$ cat src/rtl/step_watchdog.sv
// step_watchdog: per-channel step-activity watchdog with programmable
// timeouts, arm mask, sticky shutdown request and counter readback.
module step_watchdog #(
    parameter int                  NCH             = 6,
    parameter int                  CNT_BITS        = 32,
    parameter logic [CNT_BITS-1:0] DEFAULT_TIMEOUT = CNT_BITS'(480000000),
    parameter int                  CH_BITS         = (NCH > 1) ? $clog2(NCH) : 1
) (
    input  logic                clk,
    input  logic                rst_n,
    input  logic [NCH-1:0]      step,
    input  logic [NCH-1:0]      arm_mask,
    input  logic                arm_set,
    input  logic                disarm,
    input  logic                ack,
    input  logic                timeout_wr_en,
    input  logic [CH_BITS-1:0]  timeout_wr_ch,
    input  logic [CNT_BITS-1:0] timeout_wr_data,
    input  logic [CH_BITS-1:0]  rd_ch,
    output logic [CNT_BITS-1:0] rd_data,
    output logic [NCH-1:0]      expired,
    output logic [NCH-1:0]      alert,
    output logic [NCH-1:0]      alert_sticky,
    output logic                armed,
    output logic                req_shutdown
);

    logic [NCH-1:0]      r_prev_step;
    logic [CNT_BITS-1:0] r_cnt [NCH];
    logic [CNT_BITS-1:0] r_timeout [NCH];
    logic [NCH-1:0]      r_expired;
    logic [NCH-1:0]      r_expired_d;
    logic [NCH-1:0]      r_alert_sticky;
    logic                r_armed;
    logic                r_req_shutdown;
    logic [CNT_BITS-1:0] r_rd_data;

    logic [NCH-1:0]      w_edge;
    logic [NCH-1:0]      w_wr_hit;
    logic [NCH-1:0]      w_wr_zero;
    logic [NCH-1:0]      w_alert;
    logic                w_trip;
    logic [CNT_BITS-1:0] w_rd_sel;

    // Edge detect, write/readback channel decode; out-of-range selects match nothing.
    always_comb begin
        w_edge    = step ^ r_prev_step;
        w_wr_hit  = '0;
        w_wr_zero = '0;
        w_rd_sel  = '0;
        for (int i = 0; i < NCH; i++) begin
            w_wr_hit[i]  = timeout_wr_en && (timeout_wr_ch == CH_BITS'(i));
            w_wr_zero[i] = w_wr_hit[i] && (timeout_wr_data == '0);
            if (rd_ch == CH_BITS'(i)) begin
                w_rd_sel = r_cnt[i];
            end
        end
        w_alert = r_expired & ~r_expired_d;
        w_trip  = r_armed && |(r_expired & arm_mask);
    end

    // Remember last step level and last expired level for edge detection.
    always_ff @(posedge clk or negedge rst_n) begin
        if (!rst_n) begin
            r_prev_step <= '0;
            r_expired_d <= '0;
        end else begin
            r_prev_step <= step;
            r_expired_d <= r_expired;
        end
    end

    // Timeout registers; a write is used for comparison from the next cycle.
    always_ff @(posedge clk or negedge rst_n) begin
        if (!rst_n) begin
            for (int i = 0; i < NCH; i++) begin
                r_timeout[i] <= DEFAULT_TIMEOUT;
            end
        end else begin
            for (int i = 0; i < NCH; i++) begin
                if (w_wr_hit[i]) begin
                    r_timeout[i] <= timeout_wr_data;
                end
            end
        end
    end

    // Idle counters saturate at the timeout; a zero write disables at once.
    always_ff @(posedge clk or negedge rst_n) begin
        if (!rst_n) begin
            for (int i = 0; i < NCH; i++) begin
                r_cnt[i] <= '0;
            end
            r_expired <= '0;
        end else begin
            for (int i = 0; i < NCH; i++) begin
                if (w_wr_zero[i] || (r_timeout[i] == '0) || w_edge[i]) begin
                    r_cnt[i]     <= '0;
                    r_expired[i] <= 1'b0;
                end else if (r_cnt[i] >= r_timeout[i]) begin
                    r_expired[i] <= 1'b1;
                end else begin
                    r_cnt[i]     <= r_cnt[i] + CNT_BITS'(1);
                    r_expired[i] <= 1'b0;
                end
            end
        end
    end

    // Latch alerts until acknowledged; a new alert beats a simultaneous ack.
    always_ff @(posedge clk or negedge rst_n) begin
        if (!rst_n) begin
            r_alert_sticky <= '0;
        end else begin
            r_alert_sticky <= (r_alert_sticky & ~{NCH{ack}}) | w_alert;
        end
    end

    // Arm state and sticky shutdown request; disarm never drops the request.
    always_ff @(posedge clk or negedge rst_n) begin
        if (!rst_n) begin
            r_armed        <= 1'b0;
            r_req_shutdown <= 1'b0;
        end else begin
            if (disarm) begin
                r_armed <= 1'b0;
            end else if (arm_set) begin
                r_armed <= 1'b1;
            end
            r_req_shutdown <= w_trip | (r_req_shutdown & ~ack);
        end
    end

    // Registered counter readback.
    always_ff @(posedge clk or negedge rst_n) begin
        if (!rst_n) begin
            r_rd_data <= '0;
        end else begin
            r_rd_data <= w_rd_sel;
        end
    end

    assign rd_data      = r_rd_data;
    assign expired      = r_expired;
    assign alert        = w_alert;
    assign alert_sticky = r_alert_sticky;
    assign armed        = r_armed;
    assign req_shutdown = r_req_shutdown;

endmodule

$ cat config.mk
export PLATFORM = sky130hd
export DESIGN_NAME = step_watchdog
export DESIGN_NICKNAME = d
export VERILOG_FILES = /design/src/rtl/step_watchdog.sv
export SDC_FILE = /design/constraint.sdc
export NUM_CORES = 1
export LEC_CHECK = 0
export CELL_PAD_IN_SITES_DETAIL_PLACEMENT = 1
export CELL_PAD_IN_SITES_GLOBAL_PLACEMENT = 2
export CORE_UTILIZATION = 43
export CTS_CLUSTER_DIAMETER = 80
export DETAILED_ROUTE_END_ITERATION = 10
export PLACE_DENSITY = 0.84
export SYNTH_ARGS = -nofsm -noshare
export SYNTH_HDL_FRONTEND = slang
export SYNTH_SLANG_ARGS = --single-unit
$ cat constraint.sdc
create_clock -name clk -period 4.9 [get_ports clk]
set_clock_uncertainty 0.05 [all_clocks]
set_input_delay 0.735 -clock clk [delete_from_list [all_inputs] [get_ports clk]]
set_output_delay 0.735 -clock clk [all_outputs]
set_load 0.1 [all_outputs]
## After elaboration in Yosys (flattened, before gate mapping)

Cells that the tools add are included.

- Flip-flop bits (word level): 442
- Input bits: 56
- Word-level logic and storage cells: 125

- Add/sub/neg operators: 6
- Magnitude comparators: 6
- Equal/unequal tests: 16
- Mux-type cells: 32
- Bitwise gates (word level): 10
- Reduce and logical (&&, ||, !) cells: 36

Operators with widths:

| kind | count |
|---|---|
| 32-bit two-way mux | 18 |
| 32-bit zero test | 7 |
| 32-bit by 1-bit adder with 32-bit output (second input constant) | 6 |
| 32-bit >= comparator | 6 |
| 6-bit AND | 3 |
| 1-bit two-way mux | 14 |
| 1-bit logical AND | 13 |
| 3-bit by 2-bit == test with 1-bit output (second input constant) | 4 |
| 3-bit == test (second input constant) | 4 |
| 1-bit logical OR | 12 |
| 2-bit != test (second input constant) | 6 |
| 6-bit NOT | 2 |
| 3-bit by 1-bit == test with 1-bit output (second input constant) | 2 |
| 3-bit zero test | 2 |
| 6-bit OR | 1 |
| 6-bit OR reduction | 1 |
| 6-bit XOR | 1 |
| 2-bit nonzero test | 1 |
| 1-bit AND | 1 |
| 1-bit NOT | 1 |
| 1-bit OR | 1 |

## Depth between registers and ports, before layout

Gate-level depths: netlist (run 1).

- Depth in word-level cells: 7
- Gate-level depth with buffers: 12
- Gate-level depth less buffers: 9

## Worst setup path after synthesis (run 1)

OpenSTA, ideal clock, no wires.

- Path kind: register to output
- Start point: register r_expired[2] (netlist: expired[2])
- End point: output port alert[2]
- Arrival: 2408 ps
- Required time: 4115 ps
- Setup slack: 1707 ps
- Stages on the path, launching flop included: 2
- Cell sequence: dfrtp_1 -> nor2b_1

- Cells in the longest elaborated chain, start to end: 1

Ends and longest elaborated chain:

| what | line | RTL |
|---|---|---|
| start: declaration | 31 | `logic [NCH-1:0] r_expired;` |
| start signal: assignment | 94 | `r_expired <= '0;` |
| start signal: indexed assignment | 99 | `r_expired[i] <= 1'b0;` |
| start signal: indexed assignment | 101 | `r_expired[i] <= 1'b1;` |
| 6-bit AND | 58 | `w_alert = r_expired & ~r_expired_d;` |
| end: declaration | 22 | `output logic [NCH-1:0] alert,` |

No other way between the ends.

## Worst setup path after layout (run 1)

- Start point: input port timeout_wr_data[24]
- End point: register r_cnt[21] (netlist name)

- Cells in the longest elaborated chain, start to end: 5
- Elaborated cells between the ends (all ways): 6
- Those cells by class: 1 x eq/ne; 1 x mux; 4 x reduce/logical

Ends and longest elaborated chain:

| what | line | RTL |
|---|---|---|
| start: declaration | 18 | `input logic [CNT_BITS-1:0] timeout_wr_data,` |
| 32-bit zero test (*) | 53 | `w_wr_zero[i] = w_wr_hit[i] && (timeout_wr_data == '0);` |
| 1-bit logical AND (*) | 53 |  |
| 1-bit logical OR (*) (2 in series) | 97 | `if (w_wr_zero[i] \|\| (r_timeout[i] == '0) \|\| w_edge[i]) begin` |
| 2-bit != test (no source line) / 32-bit two-way mux (equally long branches) | -- |  |
| end signal: indexed assignment | 103 | `r_cnt[i] <= r_cnt[i] + CNT_BITS'(1);` |
| end: declaration | 29 | `logic [CNT_BITS-1:0] r_cnt [NCH];` |

Mark *: on every way between the ends. The rest lies on a longest branch, timed or not.
A chain may end at the register's enable or synchronous reset.

==> results.sh, run 1 <==
export IMPL_synth_top_area_share=0.372
export IMPL_ys_types=71
export IMPL_ios=108
export IMPL_first_pass_iters=5
export IMPL_period_minus_slack_ns=4.00
export IMPL_p_total_mw=9.85
export IMPL_area_delta_synth_final_pct=14.5
export IMPL_tns_ns=0
export IMPL_p_int_mw=6.92
export IMPL_regArea_um2=11100
export IMPL_r2r_end="r_cnt[104]"
export IMPL_cp_required_ns=5.32
export IMPL_drv_cap=0
export IMPL_p_clk_frac=0.389
export IMPL_synth_edf_count=0
export IMPL_antenna_left=0
export IMPL_grt_pass1_wl_mm=146
export IMPL_combPwrFrac=0.157
export IMPL_startpoint_type="primary input"
export IMPL_clk_pin_slew_ns=0.07
export IMPL_ys_ff_latch=442
export IMPL_synthArstFlopShare=1.00
export IMPL_synth_xor_area_frac=0.0304
export IMPL_clockBufferDepth=3
export IMPL_core_area_um2=59000
export IMPL_synth_compound_area_frac=0.129
export IMPL_synth_nets=2928
export IMPL_synthTopCellsByCount="dfrtp_1 (382), nand2_1 (235), inv_1 (234)"
export IMPL_outcome="finished clean"
export IMPL_row_count=89
export IMPL_dp_hpwl_mm=73.7
export IMPL_yosysWarnings=0
export IMPL_final_area_um2=29400
export IMPL_grt_setup_unrepaired="no"
export IMPL_h_tree_depth=2
export IMPL_cts_root_buf="clkbuf_16"
export IMPL_r2r_setup_slack_ns=1.15
export IMPL_yosysTopAreaCell="dfrtp_1"
export IMPL_ir_drop_v=0.000271
export IMPL_setup_violations=0
export IMPL_leakagePower_nw=12.8
export IMPL_drcViolationCount=0
export IMPL_cts_buffers=51
export IMPL_finalWirelength_mm=97.0
export IMPL_synth_area_top_cells="dfrtp_1 (37%), ha_1 (9.7%), dfstp_2 (6.1%), mux2_2 (4.4%), a21oi_1 (3.6%)"
export IMPL_gp_congestion=0.951
export IMPL_final_util=0.498
export IMPL_drv_slew=0
export IMPL_placed_cell_area_um2=27800
export IMPL_yosys_area_share_adder=0.0965
export IMPL_r2r_cells=9
export IMPL_crit_type="in2reg"
export IMPL_end_kind="flip-flop"
export IMPL_hp_class="in2async"
export IMPL_synth_simple_area_share=0.181
export IMPL_synth_most_common_cell="dfrtp_1"
export IMPL_synth_top_family_by_area="simple AND/OR/NAND/NOR gates"
export IMPL_fin_crit_sh=0.817
export IMPL_grt_usage=0.323
export IMPL_routedWlPerCell_um=27.1
export IMPL_max_freq_ghz=0.250
export IMPL_portBuffers=107
export IMPL_routed_via_count=22300
export IMPL_syn_inst=2674
export IMPL_hold_violations=0
export IMPL_antenna_found_initial=4
export IMPL_cts_resized=0
export IMPL_synth_main_ff_cell="dfrtp_1"
export IMPL_drt_first_iter_violations=1706
export IMPL_critPathArrivalTime_ns=4.42
export IMPL_dp_cells=3487
export IMPL_die_area_um2=60700
export IMPL_muxShareOfSynthArea=0.0761
export IMPL_swShare=0.297
export IMPL_worst_path_max_fanout=20
export IMPL_cts_tree="yes"
export IMPL_fin_nets=3021
export IMPL_grt_overflow_total=0
export IMPL_vias_per_cell=6.22
export IMPL_synthesis_area_um2=25700
export IMPL_n_fill_cell=6641
export IMPL_post_layout_nonfiller_instances=3583
export IMPL_grt_max_degree=108
export IMPL_cts_hold_buf=0
export IMPL_switching_power_mw=2.93
export IMPL_postCtsSetupBuffers=0
export IMPL_seq_area_frac_synth=0.434
export IMPL_insertion_delay_ns=0.61
export IMPL_cts_num_sinks=442
export IMPL_worst_pin_slew_ns=1.38
export IMPL_chipHeight_um=246
export IMPL_seqPwrFrac=0.453
export IMPL_synth_avg_cell_area_um2=9.60
export IMPL_die_w_um=246
export IMPL_multi_input_area_um2=13300
export IMPL_grt_pass1_vias=22900
export IMPL_r2r_start="r_timeout[123]"
export IMPL_initial_core_util=0.435
export IMPL_slew_headroom=0.0700
export IMPL_power_density_nw_per_um2=335
export IMPL_drive_above_1_share=0.123
## state kept, by name (all words and copies together) (netlist names)
register and count:
req_shutdown 1, expired 6, r_timeout 192, r_cnt 192, alert_sticky 6, armed 1, r_expired_d 6, rd_data 32
r_prev_step 6
## cell type report
class                   count  share of cell area
clock buffers              83              0.0530
multi-input cells        1878               0.451
clock inverters            12             0.00298
diodes                      1           0.0000851
well taps                 773              0.0329
inverters                 234              0.0299
repair buffers            160              0.0517
flip-flops and latches    442               0.379
## logic make-up (layout without fill, tap and decap cells)
logic type               Yosys count  count (layout)
AO/OA/AOI/OAI                    538             538
XOR/XNOR                          89              89
adder cells (fa/ha/maj)          198             198
buffers and inverters            354             489
flip-flops                       442             442
multiplexers                     170             170
other                              0               1
AND/OR/NAND/NOR                  883             883
## critical path, stage by stage
cell             delay (ns)
clkdlybuf4s50_1        0.62
nor4_1                 1.22
nand4_1                0.19
or2_2                  0.52
o221ai_2               0.65
buf_4                  0.39
a21oi_1                0.08
## layer usage
layer / part of all wire / routed length, um / global-route usage / up-vias
met2: 0.48 / 46200 / 0.531 / 680
met3: 0.052 / 5030 / 0.0383 / 201
met4: 0.051 / 4960 / 0.153 / 4
li1: - / - / - / 9888
met5: 0.00032 / 31 / 0 / -
met1: 0.42 / 40800 / 0.422 / 11500
## power by group through the flow
stage	combinational (mW)	clock, mW	sequential, mW
detailed placement	1.55	0	4.51
floorplan	0.955	0	4.38
CTS	1.56	3.90	4.45
global placement	1.45	0	4.49
global route	1.73	4.02	4.51
finish	1.55	3.84	4.46
## cells in the final DEF, fill, tap and decap left out, types with 89 or more instances in the layout
cell type / n
a21oi_1: 183
clkdlybuf4s50_1: 105
dfrtp_1: 382
ha_1: 198
inv_1: 234
mux2_2: 101
nand2_1: 235
nand4_1: 89
nor2_1: 152
o21ai_0: 152
xnor2_1: 89
## how the worst max path moves through the flow
stage	slack, ns	from	to
2_1_floorplan	1.71	expired[2]	alert[2]
3_3_place_gp	0.48	timeout_wr_data[24]	r_cnt[104]
3_5_place_dp	0.39	timeout_wr_data[24]	r_cnt[11]
4_1_cts	1.0	timeout_wr_data[24]	r_cnt[21]
5_1_grt	0.89	timeout_wr_data[24]	r_cnt[21]
6_report	0.90	timeout_wr_data[24]	r_cnt[21]
## per-stage QoR
step	setup WS [ns]	hold WS (ns)
6_report	0.898	0.124
2_1_floorplan	1.71	0.389
5_1_grt	0.887	0.189
4_1_cts	0.996	0.164
3_3_place_gp	0.485	0.389
3_5_place_dp	0.390	0.390
No activity file was read; power rests on OpenSTA's default activity.
==> run 2, diff against run 1 <==
- CORE_UTILIZATION: 43 -> 40
- PLACE_DENSITY: 0.84 -> 0.79
- clock period: 4.9 -> 3.9 ns (I/O delays scaled with it)
==> results.sh, run 2 (synthesized netlist as in run 1, its figures left out) <==
export IMPL_outcome="finished, violations left"
export IMPL_violations="max-capacitance violations, max-slew violations"
export IMPL_hold_violations=0
export IMPL_routed_via_count=22600
export IMPL_grt_setup_unrepaired="no"
export IMPL_drive_above_1_share=0.160
export IMPL_clk_pin_slew_ns=0.06
export IMPL_cts_num_sinks=442
export IMPL_dp_hpwl_mm=76.7
export IMPL_grt_pass1_wl_mm=152
export IMPL_end_kind="flip-flop"
export IMPL_drt_first_iter_violations=1567
export IMPL_vias_per_cell=6.00
export IMPL_first_pass_iters=5
export IMPL_n_antenna_cell=0
export IMPL_hp_class="reg2reg"
export IMPL_antenna_found_initial=5
export IMPL_dp_cells=3665
export IMPL_drv_cap=1
export IMPL_slew_headroom=-0.0269
export IMPL_p_total_mw=13.0
export IMPL_cts_tree="yes"
export IMPL_area_delta_synth_final_pct=19.2
export IMPL_power_density_nw_per_um2=426
export IMPL_fin_crit_sh=0.942
export IMPL_insertion_delay_ns=0.62
export IMPL_h_tree_depth=2
export IMPL_cp_required_ns=4.37
export IMPL_switching_power_mw=3.78
export IMPL_max_freq_ghz=0.272
export IMPL_ios=108
export IMPL_crit_chain="inv_1 -> ha_1 -> nand4_1 -> or4_1 -> or2_2 -> a31oi_2 -> or2_1 -> o41ai_1 -> a21oi_1"
export IMPL_startpoint_type="flip-flop"
export IMPL_antenna_left=0
export IMPL_ir_drop_v=0.000295
export IMPL_gp_congestion=0.922
export IMPL_row_count=92
export IMPL_fin_nets=3130
export IMPL_core_area_um2=63200
export IMPL_swShare=0.290
export IMPL_grt_max_degree=99
export IMPL_slowest_stage="or2_1"
export IMPL_drv_slew=2
export IMPL_leakagePower_nw=13.4
export IMPL_die_area_um2=65200
export IMPL_chipHeight_um=255
export IMPL_critical_path_max_stage_delay_ns=0.64
export IMPL_dp_slack_ns=-0.255
export IMPL_cts_buffers=54
export IMPL_p_clk_frac=0.415
export IMPL_finalWirelength_mm=101
export IMPL_critPathArrivalTime_ns=4.15
export IMPL_final_cell_mix="dfrtp_1 (382), nand2_1 (235), inv_1 (234), ha_1 (198), a21oi_1 (183)"
export IMPL_setup_violations=0
export IMPL_die_w_um=255
export IMPL_combPwrFrac=0.158
export IMPL_grt_usage=0.309
export IMPL_drcViolationCount=0
export IMPL_final_common_cell="dfrtp_1"
export IMPL_p_int_mw=9.24
export IMPL_seqPwrFrac=0.426
export IMPL_worst_path_max_fanout=21
export IMPL_initial_core_util=0.406
export IMPL_worst_pin_slew_ns=1.53
export IMPL_grt_pass1_vias=23700
export IMPL_portBuffers=107
export IMPL_grt_overflow_total=0
export IMPL_cts_root_buf="clkbuf_16"
export IMPL_clockBufferDepth=3
export IMPL_post_layout_nonfiller_instances=3768
export IMPL_worst_slack_ns=0.228
export IMPL_routedWlPerCell_um=26.8
export IMPL_period_minus_slack_ns=3.67
export IMPL_crit_type="reg2reg"
==> run 2: cell types whose count changed in the layout (fill, tap and decap cells not counted), sizes merged <==
cell / before / now
buf: 55 / 160
bufinv: 1 / 6
clkbuf: 83 / 77
clkinv: 10 / 12
clkinvlp: 1 / 7
diode: 1 / 0
dlygate4sd3: 0 / 1
==> run 2: power by group through the flow <==
| stage | clock [mW] | combinational [mW] | sequential [mW] |
|---|---|---|---|
| floorplan | 0 | 1.20 | 5.51 |
| global placement | 0 | 1.93 | 5.59 |
| detailed placement | 0 | 2.05 | 5.62 |
| CTS | 5.50 | 2.06 | 5.54 |
| global route | 5.66 | 2.29 | 5.61 |
| finish | 5.41 | 2.06 | 5.55 |
==> run 2: cell type report <==
class	count	area, um^2
inverters	234	878
flip-flops and latches	442	11100
clock buffers	77	1610
clock inverters	25	304
multi-input cells	1878	13300
well taps	846	1060
repair buffers	266	2350
fillers	7033	32600
==> run 2: stage by stage <==
step | setup TNS [ns] | cell area (um^2) | utilization | hold WS, ns
floorplan | 0 | 25700 | - | 0.239
global placement | -25.84 | 28700 | 0.454 | 0.374
detailed placement | -22.60 | 28700 | 0.454 | 0.380
CTS | 0 | 30600 | 0.484 | 0.396
global route | 0 | 30600 | 0.484 | 0.414
finish | 0 | 30600 | 0.484 | 0.387
==> run 2: what timing repair did <==
| action | CTS | global route |
|---|---|---|
| gates resized for setup | 0 | 1 |
| hold buffers | 1 | 0 |
| setup buffers | 0 | 0 |
| setup endpoints to repair | 0 | 4 |
| hold endpoints to repair | 49 | 0 |
==> run 2: worst max-delay path: cells and delay by family, from the launching register on <==
family	cells	cell delay, ns
adder cells (fa/ha/maj)	1	0.31
buffers and inverters	1	0.06
AO/OA/AOI/OAI	3	0.95
flip-flops	1	0.53
AND/OR/NAND/NOR	4	1.68
==> run 2: path summary, 6_finish.rpt <==
kind,cells after the start,start,slack (ns),end
worst min-delay path,0,expired[4],0.39,r_expired_d[4]
worst max register to register,9,r_timeout[59],0.23,r_cnt[55]
min in group asynchronous,2,rst_n,0.52,r_cnt[93]
max in group asynchronous,3,rst_n,2.23,r_timeout[44]
worst min register to register,0,expired[4],0.39,r_expired_d[4]
worst max-delay path,9,r_timeout[59],0.23,r_cnt[55]
==> run 2: metal layers <==
metal	global-route usage	vias up	share of wire
met5	0	-	0
met4	0.131	0	0.047
met3	0.0365	165	0.054
met2	0.489	646	0.45
met1	0.428	11700	0.45
li1	-	10100	-
